`src/rtl/rca_seq_ctrl.sv`:
```
// Nibble-serial add/subtract sequencer driving one shared external 4-bit
// ripple-carry slice; the carry between nibbles is held in a register.
module rca_seq_ctrl #(
  parameter int WIDTH = 16
) (
  input  logic             clk,
  input  logic             rst_n,
  input  logic             in_valid,
  output logic             in_ready,
  input  logic [WIDTH-1:0] a,
  input  logic [WIDTH-1:0] b,
  input  logic             c_in,
  input  logic             sub,
  output logic [3:0]       add_x,
  output logic [3:0]       add_y,
  output logic             add_cin,
  input  logic [3:0]       add_s,
  input  logic             add_cout,
  output logic             out_valid,
  input  logic             out_ready,
  output logic [WIDTH-1:0] sum,
  output logic             c_out,
  output logic             ovf
);

  localparam int NIB = WIDTH / 4;
  localparam int IW  = (NIB > 1) ? $clog2(NIB) : 1;
  localparam logic [IW-1:0] LAST = IW'(NIB - 1);
  localparam int MSB = WIDTH - 1;

  typedef enum logic [1:0] {IDLE, RUN, DONE} state_t;

  state_t           state;
  logic [IW-1:0]    idx;
  logic [WIDTH-1:0] a_r;
  logic [WIDTH-1:0] b_r;
  logic [WIDTH-1:0] sum_r;
  logic             cy;
  logic [WIDTH-1:0] sum_nxt;

  // Partial result with the slice's current nibble merged in, so the final
  // edge can publish the complete sum without an extra cycle.
  always_comb begin
    sum_nxt = sum_r;
    sum_nxt[4*idx +: 4] = add_s;
  end

  assign add_x   = (state == RUN) ? a_r[4*idx +: 4] : 4'h0;
  assign add_y   = (state == RUN) ? b_r[4*idx +: 4] : 4'h0;
  assign add_cin = (state == RUN) ? cy : 1'b0;

  always_ff @(posedge clk or negedge rst_n) begin
    if (!rst_n) begin
      state     <= IDLE;
      idx       <= '0;
      a_r       <= '0;
      b_r       <= '0;
      sum_r     <= '0;
      cy        <= 1'b0;
      in_ready  <= 1'b1;
      out_valid <= 1'b0;
      sum       <= '0;
      c_out     <= 1'b0;
      ovf       <= 1'b0;
    end else begin
      case (state)
        IDLE: begin
          if (in_valid) begin
            a_r      <= a;
            b_r      <= sub ? ~b : b;
            cy       <= sub ? 1'b1 : c_in;
            idx      <= '0;
            in_ready <= 1'b0;
            state    <= RUN;
          end
        end
        RUN: begin
          sum_r <= sum_nxt;
          cy    <= add_cout;
          if (idx == LAST) begin
            idx       <= '0;
            state     <= DONE;
            out_valid <= 1'b1;
            sum       <= sum_nxt;
            c_out     <= add_cout;
            // b_r already holds ~b for subtraction, so one rule covers both modes
            ovf       <= (a_r[MSB] == b_r[MSB]) && (sum_nxt[MSB] != a_r[MSB]);
          end else begin
            idx <= idx + 1'b1;
          end
        end
        DONE: begin
          if (out_ready) begin
            out_valid <= 1'b0;
            in_ready  <= 1'b1;
            state     <= IDLE;
          end
        end
        default: state <= IDLE;
      endcase
    end
  end

endmodule

```
`config.mk`:
```
export PLATFORM = sky130hd
export DESIGN_NAME = rca_seq_ctrl
export DESIGN_NICKNAME = d
export VERILOG_FILES = /design/src/rtl/rca_seq_ctrl.sv
export SDC_FILE = /design/constraint.sdc
export NUM_CORES = 1
export LEC_CHECK = 0
export ABC_AREA = 1
export CAP_MARGIN = 20
export CORE_UTILIZATION = 51
export CTS_CLUSTER_SIZE = 24
export DETAILED_ROUTE_END_ITERATION = 16
export PLACE_DENSITY = 0.83
export SYNTH_ARGS = -nofsm -noshare
export SYNTH_HDL_FRONTEND = slang
export SYNTH_SLANG_ARGS = --single-unit
```
`constraint.sdc`:
```
create_clock -name clk -period 2.35 [get_ports clk]
set_input_delay 0.705 -clock clk [delete_from_list [all_inputs] [get_ports clk]]
set_output_delay 0.705 -clock clk [all_outputs]
set_load 0.1 [all_outputs]
```
* Word-level counts from Yosys, hierarchy flattened
Index checks and enable logic that the tools add are counted.
Storage, ports and cells: register bits after elaboration 73, logic and storage cells 58
Operators by class: shift-type cells 4, mux-type cells 21, $add $sub $neg 2, reduce and logical (&&, ||, !) cells 11, bitwise logic cells 1, eq/ne operators 8
Operators with widths (count):
- $neg A4 Y34 | 1
- $shift A4 B34 Y16 const A | 1
- $shiftx A4 B34 Y16 | 1
- $shiftx A16 B5 Y4 | 2
- $bwmux W16 | 1
- $mux W16 | 1
- $not A16 Y16 | 1
- $mux W2 | 5
- $reduce_and A3 Y1 | 3
- $mux W4 | 2
- $mux W1 | 7
- $pmux W1 S2 | 3
- $pmux W2 S3 | 1
- $reduce_and A2 Y1 | 3
- $reduce_bool A2 Y1 | 3
- $eq A2 B2 Y1 const B | 2
- $ne A2 B2 Y1 const B | 2
- $pmux W2 S2 | 1
- $add A2 B1 Y2 const B | 1
- $eq A2 B1 Y1 const B | 1
- $logic_not A2 Y1 | 1
- $ne A2 B1 Y1 const B | 1
- $eq A1 B1 Y1 | 1
- $logic_and A1 B1 Y1 | 1
- $ne A1 B1 Y1 | 1

* Longest topological paths before layout
Gate-level depths: netlist of run 1.
word-level depth 5, depth in mapped cells 10, mapped depth without buffers 8

* Worst setup path before layout of run 1
No wires, ideal clock.
path kind reg2out, start point register idx[0], end point output port add_x[1], buffers on the path 2, setup slack -0.778 ns, arrival time 2.423 ns, stages on the path, launching flop included 7, path through dfrtp_1 > buf_2 > buf_2 > nor2_1 > nor2_1 > o21ai_0 > a21oi_1
On the way: word-level cells in the longest chain between the ends 2
Ends and longest elaborated chain:
- start, declared | RTL line 34 | logic [IW-1:0] idx;
- start signal, assigned | RTL line 89 | idx <= idx + 1'b1;
- $shiftx A16 B5 Y4 | RTL line 48 | assign add_x = (state == RUN) ? a_r[4*idx +: 4] : 4'h0;
- $mux W4 | RTL line 48
- end, declared | RTL line 14 | output logic [3:0] add_x,
Every way passes these cells.

* Worst setup path in the final report of run 1
start point register idx[0], end point output port add_x[3]
The elaborated chain is that of the path after synthesis.

==> results of run 1 <==
## worst paths after layout
kind,startpoint,end,depth (start not counted)
max,idx[0],add_x[3],6
min,rst_n,sum[5],2
max reg2reg,idx[0],ovf,8
min reg2reg,a_r[8],a_r[8],2
max in group asynchronous,rst_n,in_ready,2
min in group clk,a_r[8],a_r[8],2
## stage by stage
stage	hold slack, ns	setup WS (ns)	util	cells
after floorplan	0.409	-0.219	-	428
after global placement	0.449	0.277	0.676	563
after detailed placement	0.458	0.138	0.676	563
after CTS	0.385	-0.00491	0.714	580
after global routing	0.414	-0.0327	0.718	582
final	0.368	0.00211	0.718	582
## kinds of logic after synthesis
kind of cell,synth area share
fa+ha+maj,0.0215
xor+xnor,0.0402
buf+inv,0.0664
flops,0.524
compound gates,0.115
simple gates,0.233
## flip-flops by register name, indices dropped and copies added, names as in the netlist
register,flops
idx,2
b_r,16
sum,16
in_ready,1
state,2
ovf,1
a_r,16
c_out,1
cy,1
out_valid,1
sum_r,16
## cells in the final DEF (no fill, tap or decap), types with 3 or more instances in the layout
cell type,count
inv_2,4
dfrtp_1,70
clkbuf_8,14
nand3_1,9
a21oi_4,5
nor2_1,32
o21ai_1,11
o22ai_1,11
a21oi_2,3
xnor2_1,16
o21ai_0,40
clkdlybuf4s50_1,41
nand2_1,160
buf_12,11
buf_4,24
buf_6,4
inv_1,25
ha_1,6
## cell type report
| class | count | area (µm²) | share of cell area |
|---|---|---|---|
| timing repair buffer | 82 | 866 | 0.187 |
| clock buffer | 15 | 196 | 0.0424 |
| multi-input combinational | 304 | 1500 | 0.324 |
| tap | 77 | 96.3 | 0.0208 |
| sequential | 73 | 1830 | 0.395 |
| clock inverter | 1 | 30.0 | 0.00647 |
| inverter | 30 | 115 | 0.0248 |
## repair_timing
action                                  4_1_cts  5_1_grt
pin swaps                                     0        7
endpoints found under the setup margin        8        8
gates cloned                                  1        2
gates resized for setup                       6       14
## worst reg2reg max path: cells and delay by family (launching register included)
kind                       cells  cell delay, ns
AOI/OAI and AO/OA              1            0.27
adders and majority gates      1            0.32
buffers and inverters          2            0.32
DFF                            1            0.48
and+or+nand+nor                4            0.33
## layer usage
metal	part of all wire	up-vias	track usage
met5	0	-	0
li1	-	1498	-
met1	0.44	1422	0.294
met2	0.49	106	0.389
met3	0.054	17	0.0403
met4	0.021	0	0.123
==> results.py, run 1 <==
metrics = {
    "outcome": {
        "status": "finished clean",
    },
    "global_routing": {
        "antenna_found_initial": 0,
        "first_global_vias": 2923,
        "grt_use_total": 0.234,
        "grt_max_degree": 74,
        "grt_pass1_wl_um": 13100,
        "gr-total-overflow": 0,
    },
    "layout": {
        "synthToLayoutAreaGrowth_pct": 33.0,
        "drive_gt1_frac": 0.150,
        "fin_nets": 549,
        "finalInstanceArea_mm2": 0.00464,
        "fillers": 512,
        "n_antenna_cell": 0,
    },
    "placed_design": {
        "dpl.hpwl_um": 5360,
        "placedInstanceArea_mm2": 0.00437,
        "place_congestion": 0.818,
        "port_buffers": 71,
    },
    "cts": {
        "post-cts-setup-buffer-count": 0,
        "root_buffer": "clkbuf_8",
        "clock_latency_ns": 0.36,
        "cts.sinks": 73,
        "cts_tree": "built",
        "ctsLongestPathBuffers": 2,
        "cts.clk_slew.worst_paths_ns": 0.07,
        "ctsHoldBuffers": 0,
        "numCtsBuffers": 9,
        "h-tree-depth": 3,
    },
    "yosys": {
        "yosysUniqueCellTypes": 27,
        "synth_top_area_frac": 0.516,
        "ys_async_sr_fraction": 1.00,
        "syn_area_per_cell_um2": 8.15,
        "synth_area_leaders": "dfrtp_1 52%, nand2_1 17%, o21ai_0 7.0%",
        "synth.most_common_cell": "nand2_1",
        "yosysWarnings": 0,
        "syn_nets": 477,
        "ys_seq_elements": 73,
        "netlist_top_cells_count": "160 x nand2_1, 72 x dfrtp_1, 49 x o21ai_0",
        "netlist_area_mm2": 0.00349,
        "synth_edf_count": 0,
        "ys_seq_area_frac": 0.524,
        "syn-instance-count": 428,
        "ys.flop_type": "dfrtp_1",
        "yosys.area.top_type": "dfrtp_1",
    },
    "timing": {
        "setup_viol": 0,
        "fin_worst_skew_ns": 0.00650,
        "min_period_ns": 2.35,
        "hold_viol": 0,
        "rsz0062_at_grt": "true",
        "finalCritPeriodShare": 0.999,
        "tightest_slew_ns": 0.681,
        "fmax_mhz": 426,
        "drv_slew": 0,
        "finalSetupTns_ns": 0,
        "maxSlewHeadroom": 0.545,
    },
    "routing": {
        "drt_iter0_markers": 166,
        "via_per_inst": 5.23,
        "first_pass_iters": 6,
        "ant_nets": 0,
        "drc": 0,
        "vias": 3043,
        "drt-total-wl_um": 7940,
        "drt-wirelength-per-cell_um": 13.6,
    },
    "setup_path": {
        "crit_fanout": 6,
        "cp-end-kind": "output pin",
        "crit_buf_inv": 2,
        "r2r_setup_slack_ns": 0.53,
        "max_stage_delay_ns": 0.47,
        "crit_slowest_cell": "dfrtp_2",
        "required_ns": 1.64,
        "critical_path_class": "register to output pin",
        "crit_family": "flip-flops",
        "critical_path_arrival_ns": 1.64,
        "start_kind": "register",
        "critPathMostFrequentCell": "nor2_1",
        "crit_chain": "buf_6, nor2_1, nor2_1, o21ai_1, a21oi_4, buf_12",
    },
    "floorplanning": {
        "ios": 72,
        "initial_core_util": 0.540,
        "core_mm2": 0.00646,
        "chipHeight_um": 84.7,
        "rows": 29,
        "die_x_um": 84.7,
        "dieArea_mm2": 0.00717,
    },
    "job": {
        "drv_cap": 0,
    },
    "hold_path": {
        "hp-class": "input pin to asynchronous set/reset pin",
    },
}
Power of run 1 is left out: the tool's default activity adds up to more than one toggle a clock period on the data nets, which glitch-free logic cannot reach.
==> inputs of run 2 (changes only) <==
ABC_AREA = default   (was 1)
CORE_UTILIZATION = 52   (was 51)
PLACE_DENSITY = 0.84   (was 0.83)
==> results.py, run 2 <==
metrics = {
    "outcome": {
        "status": "complete, but fails checks",
        "violations": "setup timing",
    },
    "global_routing": {
        "grt_use_met1": 0.274,
        "grt_max_degree": 50,
        "grt_pass1_wl_um": 12100,
        "top_usage_layer": "met2",
        "gr-usage-met2": 0.370,
        "antenna_found_initial": 0,
        "gr-total-overflow": 0,
        "first_global_vias": 2610,
        "grt_use_total": 0.218,
        "grt_use_met3": 0.0370,
    },
    "routing": {
        "first_pass_iters": 4,
        "via_per_inst": 5.30,
        "drc": 0,
        "vias": 2640,
        "drt_iter0_markers": 114,
        "ant_nets": 0,
        "drt-total-wl_um": 7230,
        "drt-wirelength-per-cell_um": 14.5,
    },
    "setup_path": {
        "crit_slowest_cell": "mux4_2",
        "max_stage_delay_ns": 0.50,
        "critical_path_arrival_ns": 1.80,
        "required_ns": 1.64,
        "crit_buf_inv": 2,
        "cp-end-kind": "output pin",
        "critical_path_class": "register to output pin",
        "crit_family": "multiplexers",
        "start_kind": "register",
        "crit_fanout": 5,
        "crit_chain": "buf_6, mux4_2, and2_4, buf_12",
    },
    "placed_design": {
        "dpl.cell_count": 478,
        "port_buffers": 71,
        "place_congestion": 0.750,
        "dpl.hpwl_um": 4990,
        "placedInstanceArea_mm2": 0.00441,
    },
    "yosys": {
        "synth_edf_count": 0,
        "syn_nets": 392,
        "netlist_area_mm2": 0.00359,
        "ys_seq_elements": 73,
        "synth_top_area_frac": 0.502,
        "ys_async_sr_fraction": 1.00,
        "ys.flop_type": "dfrtp_1",
        "yosysUniqueCellTypes": 36,
        "syn-instance-count": 343,
        "synth_area_leaders": "dfrtp_1 50%, nand2_1 9.3%, mux4_2 5.0%",
        "yosys.area.top_type": "dfrtp_1",
        "synth.most_common_cell": "nand2_1",
        "ys_seq_area_frac": 0.509,
        "yosysWarnings": 0,
        "netlist_top_cells_count": "89 x nand2_1, 72 x dfrtp_1, 21 x o21ai_0",
        "syn_area_per_cell_um2": 10.5,
    },
    "hold_path": {
        "hp-class": "input pin to asynchronous set/reset pin",
    },
    "timing": {
        "hold_viol": 0,
        "maxSlewHeadroom": 0.652,
        "tightest_slew_ns": 0.522,
        "rsz0062_at_grt": "true",
        "drv_slew": 0,
        "min_period_ns": 2.51,
        "fin_worst_skew_ns": 0.0115,
        "fmax_mhz": 399,
        "setup_viol": 8,
        "finalCritPeriodShare": 1.07,
        "whs_ns": 0.386,
        "fin_ws_ns": -0.156,
    },
    "floorplanning": {
        "chipHeight_um": 85.1,
        "dieArea_mm2": 0.00724,
        "die_x_um": 85.1,
        "initial_core_util": 0.553,
        "rows": 29,
        "ios": 72,
        "core_mm2": 0.00649,
    },
    "layout": {
        "post_layout_nonfiller_instances": 498,
        "fillers": 484,
        "fin_nets": 465,
        "synthToLayoutAreaGrowth_pct": 31.6,
        "drive_gt1_frac": 0.247,
        "final_cell_mix": "89 x nand2_1, 71 x dfrtp_1, 41 x clkdlybuf4s50_1, 31 x buf_4, 21 x o21ai_0",
        "n_antenna_cell": 0,
        "final_common_cell": "nand2_1",
        "finalInstanceArea_mm2": 0.00473,
    },
    "job": {
        "drv_cap": 0,
    },
    "cts": {
        "cts.sinks": 73,
        "cts.clk_slew.worst_paths_ns": 0.08,
        "clock_latency_ns": 0.34,
        "ctsLongestPathBuffers": 2,
        "cts_tree": "built",
        "h-tree-depth": 3,
        "root_buffer": "clkbuf_8",
        "numCtsBuffers": 9,
        "ctsHoldBuffers": 0,
    },
    "power_and_ir_drop": {
        "p_leak_nw": 2.15,
        "p_per_area_mw_per_mm2": 1650,
        "vdd_drop_max_v": 0.00124,
        "total_power_mw": 7.78,
    },
}
==> run 2: cell count changes in the layout (fill, tap and decap cells not counted), sizes merged, moves of 14 or more <==
cell | previous run | this run
a32o | 0 | 15
nand2 | 161 | 89
nor2 | 34 | 2
o21ai | 51 | 37
nor2b | 0 | 16
inv | 30 | 5
==> run 2: final cells by class <==
| class | count | area (µm²) | share of cell area |
|---|---|---|---|
| sequential | 73 | 1830 | 0.387 |
| multi-input combinational | 239 | 1600 | 0.338 |
| timing repair buffer | 88 | 922 | 0.195 |
| clock buffer | 12 | 165 | 0.0349 |
| clock inverter | 4 | 97.6 | 0.0207 |
| tap | 77 | 96.3 | 0.0204 |
| inverter | 5 | 18.8 | 0.00397 |
==> run 2: stage by stage <==
stage          setup TNS [ns]  setup slack, ns  utilization
4_1_cts                 -1.03           -0.157        0.726
2_1_floorplan               0           0.0783            -
6_report               -0.998           -0.156        0.728
5_1_grt                 -1.46           -0.211        0.728
3_5_place_dp                0            0.115        0.679
3_3_place_gp                0            0.155        0.679
==> run 2: logic make-up (layout without fill, tap and decap cells) <==
| logic type | count (synthesis) | after routing | synth area share |
|---|---|---|---|
| AOI/OAI and AO/OA | 75 | 75 | 0.146 |
| xor gates and xnor gates | 16 | 16 | 0.0390 |
| adders and majority gates | 6 | 6 | 0.0209 |
| buffers and inverters | 31 | 109 | 0.0530 |
| DFF | 73 | 73 | 0.509 |
| muxes | 10 | 10 | 0.0561 |
| and+or+nand+nor | 132 | 132 | 0.176 |
==> run 2: report_power, final <==
part           switching (mW)  internal [mW]  leakage (nW)  total (mW)
Sequential              0.316           1.77         0.942        2.09
Combinational            2.80           1.65          1.08        4.45
Clock                   0.453          0.792         0.129        1.25
Total                    3.56           4.22          2.15        7.78
==> run 2: worst paths after layout <==
check                       endpoint  startpoint  slack, ns  cells after the start
setup / recovery            add_x[1]      idx[0]      -0.16                      4
hold / removal                sum[2]       rst_n       0.39                      2
setup reg to reg           sum_r[15]      idx[0]       0.23                      8
hold reg to reg               b_r[7]      b_r[7]       0.48                      2
max in group asynchronous     idx[1]       rst_n       1.53                      2
min in group clk              b_r[7]      b_r[7]       0.48                      2
==> run 2: metal layers <==
layer | vias to the layer above | share of wire | wire length, µm
li1 | 1321 | - | -
met1 | 1235 | 0.45 | 3230
met2 | 75 | 0.49 | 3560
met3 | 9 | 0.042 | 305
met4 | 0 | 0.017 | 122
met5 | - | 0 | 0
==> run 2: timing repair <==
item                                    in CTS  in global routing
cloned                                       1                  0
endpoints found under the setup margin       9                  9
setup buffers                                2                  1
gates resized for setup                     14                  1
No activity file was read; power rests on OpenSTA's default activity.
==> inputs of run 3 (changes only) <==
CORE_UTILIZATION = 50   (was 52)
PLACE_DENSITY = 0.81   (was 0.84)
==> results.py, run 3 (synthesis gave the netlist of run 2 again) <==
metrics = {
    "outcome": {
        "status": "complete, but fails checks",
        "violations": "setup timing",
    },
    "cts": {
        "ctsHoldBuffers": 0,
        "numCtsBuffers": 9,
        "cts.clk_slew.worst_paths_ns": 0.07,
        "h-tree-depth": 3,
        "ctsLongestPathBuffers": 2,
        "cts_tree": "built",
        "cts.sinks": 73,
        "clock_latency_ns": 0.36,
        "root_buffer": "clkbuf_8",
    },
    "setup_path": {
        "critical_path_class": "register to output pin",
        "crit_chain": "buf_6, mux4_2, and2_4, buf_12",
        "max_stage_delay_ns": 0.51,
        "required_ns": 1.64,
        "cp-end-kind": "output pin",
        "start_kind": "register",
        "critical_path_arrival_ns": 1.76,
        "crit_slowest_cell": "mux4_2",
        "crit_fanout": 7,
    },
    "layout": {
        "finalInstanceArea_mm2": 0.00471,
        "drive_gt1_frac": 0.243,
        "final_cell_mix": "89 x nand2_1, 71 x dfrtp_1, 41 x clkdlybuf4s50_1, 30 x buf_4, 21 x o21ai_0",
        "synthToLayoutAreaGrowth_pct": 31.1,
        "n_antenna_cell": 0,
        "final_common_cell": "nand2_1",
        "fin_nets": 464,
        "post_layout_nonfiller_instances": 516,
    },
    "routing": {
        "vias": 2662,
        "ant_nets": 0,
        "drc": 0,
        "drt-total-wl_um": 7030,
        "via_per_inst": 5.16,
        "drt_iter0_markers": 124,
        "drt-wirelength-per-cell_um": 13.6,
        "first_pass_iters": 4,
    },
    "job": {
        "drv_cap": 0,
    },
    "timing": {
        "finalCritPeriodShare": 1.05,
        "fin_ws_ns": -0.116,
        "fin_worst_skew_ns": 0.00901,
        "maxSlewHeadroom": 0.732,
        "rsz0062_at_grt": "true",
        "hold_viol": 0,
        "whs_ns": 0.359,
        "setup_viol": 8,
        "fmax_mhz": 406,
        "min_period_ns": 2.47,
        "drv_slew": 0,
        "tightest_slew_ns": 0.402,
    },
    "placed_design": {
        "dpl.cell_count": 498,
        "placedInstanceArea_mm2": 0.00445,
        "dpl.hpwl_um": 4850,
        "port_buffers": 71,
        "place_congestion": 0.734,
    },
    "global_routing": {
        "grt_use_total": 0.216,
        "grt_max_degree": 74,
        "antenna_found_initial": 0,
        "gr-total-overflow": 0,
        "first_global_vias": 2699,
        "grt_pass1_wl_um": 12200,
    },
    "power_and_ir_drop": {
        "pwr-share-seq": 0.274,
        "total_power_mw": 7.58,
        "p_sw_mw": 3.57,
        "p_leak_nw": 2.12,
        "p_clk_frac": 0.143,
        "p_int_mw": 4.01,
        "vdd_drop_max_v": 0.000989,
        "pwr-share-comb": 0.582,
        "p_per_area_mw_per_mm2": 1610,
        "netSwitchingFraction": 0.471,
    },
    "floorplanning": {
        "rows": 30,
        "core_mm2": 0.00687,
        "dieArea_mm2": 0.00752,
        "initial_core_util": 0.523,
        "ios": 72,
        "die_x_um": 86.7,
        "chipHeight_um": 86.7,
    },
    "hold_path": {
        "hp-class": "input pin to asynchronous set/reset pin",
    },
}
-- run 3: repair_timing --
item,CTS,global route
gates cloned,0,0
setup buffers,2,0
setup endpoints to repair,9,9
resized for setup,12,1
hold endpoints to repair,0,0
-- run 3: power by group through the flow --
stage          clock network, mW  registers, mW  logic (mW)
5_1_grt                     1.15           2.14        4.71
6_report                    1.08           2.08        4.41
4_1_cts                     1.10           2.08        4.42
3_3_place_gp                   0           2.07        4.23
3_5_place_dp                   0           2.10        4.29
2_1_floorplan                  0           2.80        2.43
-- run 3: cell type report --
| class | instances | area, µm² |
|---|---|---|
| fillers | 536 | 2160 |
| multi-input cells | 239 | 1600 |
| clock inverters | 6 | 91.3 |
| well taps | 96 | 120 |
| repair buffers | 87 | 923 |
| clock buffers | 10 | 128 |
| flip-flops and latches | 73 | 1830 |
| inverters | 5 | 18.8 |
-- run 3: final timing paths --
kind,end,startpoint,depth (start not counted),slack (ns)
min,sum[4],rst_n,2,0.36
max in group asynchronous,idx[1],rst_n,2,1.62
max,add_x[1],idx[0],4,-0.12
min in group clk,b_r[11],b_r[11],2,0.48
max reg2reg,ovf,idx[0],7,0.43
min reg2reg,b_r[11],b_r[11],2,0.48
-- run 3: per-layer routing --
metal  wire (µm)  vias up  GRT usage
li1            -     1319          -
met1        3190     1255      0.273
met2        3440       75      0.361
met3         236       13     0.0371
met4         160        0      0.108
met5           0        -          0
-- run 3: critical path, delay by kind of cell (launching register included) --
family                 cells  cell delay [ns]
buffers and inverters      2             0.33
muxes                      1             0.51
and+or+nand+nor            1             0.19
DFF                        1             0.38
-- run 3: metrics by stage --
step	worst slack, ns	utilization	TNS (ns)
2_1_floorplan	0.0783	-	0
3_3_place_gp	0.136	0.648	0
3_5_place_dp	0.101	0.648	0
4_1_cts	-0.134	0.685	-0.790
5_1_grt	-0.183	0.685	-1.20
6_report	-0.116	0.685	-0.668
